File: config.mk
export PLATFORM = sky130hd
export DESIGN_NAME = secded_decoder
export DESIGN_NICKNAME = d
export VERILOG_FILES = /design/src/rtl/secded_decoder.sv
export SDC_FILE = /design/constraint.sdc
export NUM_CORES = 1
export LEC_CHECK = 0
export ABC_AREA = 0
export ABC_CLOCK_PERIOD_IN_PS = 2500
export BUFFER_PORTS_ARGS = -buffer_cell sky130_fd_sc_hd__buf_2
export CAP_MARGIN = 20
export CORE_UTILIZATION = 55
export CTS_CLUSTER_DIAMETER = 60
export DETAILED_ROUTE_END_ITERATION = 10
export GPL_ROUTABILITY_DRIVEN = 0
export PLACE_DENSITY = 0.8
export SKIP_CTS_REPAIR_TIMING = 1
export SLEW_MARGIN = 20
export SYNTH_ARGS = -nofsm -noshare
export SYNTH_HDL_FRONTEND = slang
export SYNTH_SLANG_ARGS = --single-unit
File: constraint.sdc
create_clock -name clk -period 2.5 [get_ports clk]
set_input_delay 0.25 -clock clk [delete_from_list [all_inputs] [get_ports clk]]
set_output_delay 0.25 -clock clk [all_outputs]
set_load 0.005 [all_outputs]
File: src/rtl/secded_decoder.sv
// Two-stage SECDED (39,32) decoder: corrects single-bit errors, flags double/multi-bit errors,
// and keeps saturating SEC/DED event counters. Stage 1 holds code+syndrome, stage 2 the result.
module secded_decoder #(
    parameter int CNT_W = 16
) (
    input  logic             clk,
    input  logic             rst,
    input  logic             in_valid,
    output logic             in_ready,
    input  logic [38:0]      in_code,
    output logic             out_valid,
    input  logic             out_ready,
    output logic [31:0]      out_data,
    output logic             out_sec,
    output logic             out_ded,
    output logic [5:0]       out_syndrome,
    input  logic             clr_cnt,
    output logic [CNT_W-1:0] sec_cnt,
    output logic [CNT_W-1:0] ded_cnt
);

    localparam logic [CNT_W-1:0] CNT_MAX = '1;
    localparam logic [CNT_W-1:0] CNT_ONE = CNT_W'(1);

    logic             w_adv;
    logic [5:0]       w_syn;
    logic             w_par;
    logic             w_in_range;
    logic             w_sec;
    logic             w_ded;
    logic [38:0]      w_fix;
    logic [31:0]      w_data;

    logic             r_s1_valid;
    logic [38:0]      r_s1_code;
    logic [5:0]       r_s1_syn;
    logic             r_s1_par;
    logic             r_out_valid;
    logic [31:0]      r_out_data;
    logic             r_out_sec;
    logic             r_out_ded;
    logic [5:0]       r_out_syn;
    logic [CNT_W-1:0] r_sec_cnt;
    logic [CNT_W-1:0] r_ded_cnt;

    // One global stall: both stages advance together or hold together.
    assign w_adv    = !r_out_valid || out_ready;
    assign in_ready = w_adv;

    // Bit 38 is the overall parity, so it never enters the Hamming syndrome.
    always_comb begin
        w_syn = '0;
        for (int j = 1; j <= 38; j++) begin
            for (int k = 0; k < 6; k++) begin
                if (((j >> k) & 1) == 1) begin
                    w_syn[k] = w_syn[k] ^ in_code[j-1];
                end
            end
        end
    end

    assign w_par = ^in_code;

    assign w_in_range = (r_s1_syn != 6'd0) && (r_s1_syn <= 6'd38);
    assign w_sec      = r_s1_par && ((r_s1_syn == 6'd0) || w_in_range);
    assign w_ded      = (r_s1_syn != 6'd0) && !(r_s1_par && w_in_range);

    always_comb begin
        w_fix = r_s1_code;
        if (r_s1_par && w_in_range) begin
            w_fix = r_s1_code ^ (39'd1 << (r_s1_syn - 6'd1));
        end
    end

    assign w_data = {w_fix[37:32], w_fix[30:16], w_fix[14:8], w_fix[6:4], w_fix[2]};

    always_ff @(posedge clk) begin
        if (rst) begin
            r_s1_valid  <= 1'b0;
            r_s1_code   <= '0;
            r_s1_syn    <= '0;
            r_s1_par    <= 1'b0;
            r_out_valid <= 1'b0;
            r_out_data  <= '0;
            r_out_sec   <= 1'b0;
            r_out_ded   <= 1'b0;
            r_out_syn   <= '0;
            r_sec_cnt   <= '0;
            r_ded_cnt   <= '0;
        end else begin
            if (w_adv) begin
                r_s1_valid  <= in_valid;
                r_s1_code   <= in_code;
                r_s1_syn    <= w_syn;
                r_s1_par    <= w_par;
                r_out_valid <= r_s1_valid;
                r_out_data  <= w_data;
                r_out_sec   <= w_sec;
                r_out_ded   <= w_ded;
                r_out_syn   <= r_s1_syn;
            end
            // Counting on the stage-2 load guarantees each accepted word is counted once.
            if (clr_cnt) begin
                r_sec_cnt <= '0;
                r_ded_cnt <= '0;
            end else begin
                if (w_adv && r_s1_valid && w_sec && (r_sec_cnt != CNT_MAX)) begin
                    r_sec_cnt <= r_sec_cnt + CNT_ONE;
                end
                if (w_adv && r_s1_valid && w_ded && (r_ded_cnt != CNT_MAX)) begin
                    r_ded_cnt <= r_ded_cnt + CNT_ONE;
                end
            end
        end
    end

    assign out_valid    = r_out_valid;
    assign out_data     = r_out_data;
    assign out_sec      = r_out_sec;
    assign out_ded      = r_out_ded;
    assign out_syndrome = r_out_syn;
    assign sec_cnt      = r_sec_cnt;
    assign ded_cnt      = r_ded_cnt;

endmodule

==> results_dict.tcl <==
set metrics [dict create \
    clk_latency_ps 510 \
    leakagePower_nw 2.83 \
    cts-htree-levels 4 \
    grt_overflow_total 0 \
    async_flop_share 0 \
    setup_tns_ps 0 \
    crit_type "reg2reg" \
    drive_gt1_frac 0.219 \
    layout_commonest_cell "buf_2" \
    fin_skew_ps 9.70 \
    netlist_area_um2 5600 \
    antenna_found_initial 0 \
    finalHoldViolations 0 \
    ys_ff_latch 113 \
    row_count 36 \
    status "finished, final reports clean" \
    cts_tree "done" \
    ir_drop_mv 0.494 \
    synth_top_flop_cell "dfxtp_1" \
    num-nets-final 815 \
    ant_nets 0 \
    routed_via_density 5.58 \
    core_um2 9820 \
    clk_pin_slew_ps 60 \
    dpl.hpwl_mm 10.2 \
    grt.total_usage 0.280 \
    startpoint_type "register" \
    diodes 0 \
    wirelength_mm 14.3 \
    synth_warnings 0 \
    tightest_slew_ps 854 \
    synth.distinct_cells 49 \
    worst_setup_path_end_kind "register" \
    die_h_um 103 \
    drcViolationCount 0 \
    grt_pass1_wl_mm 22.6 \
    final_cell_mix "buf_2 (117), dfxtp_1 (113), nand2_1 (109)" \
    cts_root_buffer "clkbuf_8" \
    required_ps 2910 \
    rsz0062_at_grt "no" \
    max_freq_mhz 432 \
    first_iter_violations 342 \
    ys_seq_area_frac 0.404 \
    io_buffers 117 \
    syn_area_per_cell_um2 8.39 \
    relSlewSlack 0.431 \
    vias 5106 \
    synthCells 667 \
    min_period_over_period 0.925 \
    die_w_um 103 \
    post-route-util 0.697 \
    fin_crit_ps 2310 \
    path_max_fanout 15 \
    drv_cap 0 \
    drtPass1Iterations 5 \
    clock_path_buffers 2 \
    hp-class "in2reg" \
    power.density_nw_per_um2 851 \
    die_area_um2 10600 \
    grt_max_degree 83 \
    start_util 0.570 \
    numCtsBuffers 17 \
    arrival_ps 2720 \
    synth_edf_count 0 \
    io_pins 118 \
    cts_sinks 113 \
    synth_nets 713 \
    grt_pass1_vias 4582 \
    slew_viol_final 0 \
    syn2layout_area_growth_pct 22.3 \
    setup_viol 0 \
    post_drt_wl_per_cell_um 15.6 \
]
cell usage after synthesis (7+ instances only):
cell type    n  area (um^2)
xor2_1      31          272
or3_1       22          138
a21oi_1     51          255
a211oi_1    16          120
nand4_1      7         43.8
clkbuf_1    33          124
nor2_1      78          293
dfxtp_1    113         2260
a311oi_1    18          158
o21ai_0     23          115
nand3_1     15         75.1
nand2_1    109          409
xnor2_1     68          596
xnor3_1      8          180
final cells by class:
type	count	area (um^2)
fill	827	2970
sequential	113	2260
tap	133	166
clock inverter	14	169
multi-input combinational	507	3150
clock buffer	18	428
timing repair buffer	125	648
inverter	5	20.0
per-stage QoR:
step                      setup WS, ps  hold slack, ps  total power [W]  std cells  cell area (um^2)
final                              187            11.1          0.00583        915              6850
after global routing              45.4            2.69          0.00608        915              6850
after CTS                          207           -21.3          0.00585        914              6840
after detailed placement           267             455          0.00342        882              6240
after global placement             362             442          0.00338        882              6240
after floorplan                    567             390          0.00308        667              5600
flip-flops by register name (all words and copies together) (netlist names):
register,cells
r_s1_code,32
sec_cnt,16
r_s1_syn,6
out_ded,1
out_data,32
out_syndrome,6
out_valid,1
ded_cnt,16
r_s1_par,1
out_sec,1
r_s1_valid,1
layer usage:
| metal | global-route usage | wire (um) |
|---|---|---|
| met1 | 0.393 | 6590 |
| met2 | 0.426 | 6660 |
| met3 | 0.0658 | 934 |
| met4 | 0.0899 | 127 |
| met5 | 0 | 0 |
critical path, stage by stage (launching register included):
cell	delay [ps]
dfxtp_1	660
nor3_2	160
xor2_1	180
or3_1	520
nor4b_2	330
xnor2_1	110
a211oi_1	260
path summary, 6_finish.rpt:
kind	start	endpoint	slack [ps]	depth (start not counted)
min reg2reg	out_syndrome[5]$_SDFFE_PP0N_	out_syndrome[5]$_SDFFE_PP0N_	460	2
min	in_code[19]	r_s1_code[19]$_SDFFE_PP0N_	10	3
max reg2reg	r_s1_syn[1]$_SDFFE_PP0N_	out_data[29]$_SDFFE_PP0N_	190	6
max	r_s1_syn[1]$_SDFFE_PP0N_	out_data[29]$_SDFFE_PP0N_	190	6
report_power, final:
| part | leakage [nW] | switching (W) | internal [W] |
|---|---|---|---|
| registers | 0.928 | 0.000214 | 0.00196 |
| clock network | 0.285 | 0.000932 | 0.00148 |
| logic | 1.62 | 0.000651 | 0.000592 |
| total | 2.83 | 0.00180 | 0.00403 |
cells by family (layout without fill, tap and decap cells):
group | count (synthesis) | after routing | synth area share
AOI/OAI and AO/OA | 122 | 122 | 0.140
DFF | 113 | 113 | 0.404
and+or+nand+nor | 275 | 275 | 0.229
muxes | 1 | 1 | 0.00179
buffers and inverters | 47 | 162 | 0.0333
adders and majority gates | 2 | 2 | 0.00447
xor gates and xnor gates | 107 | 107 | 0.187
No activity file was read; power rests on OpenSTA's default activity.
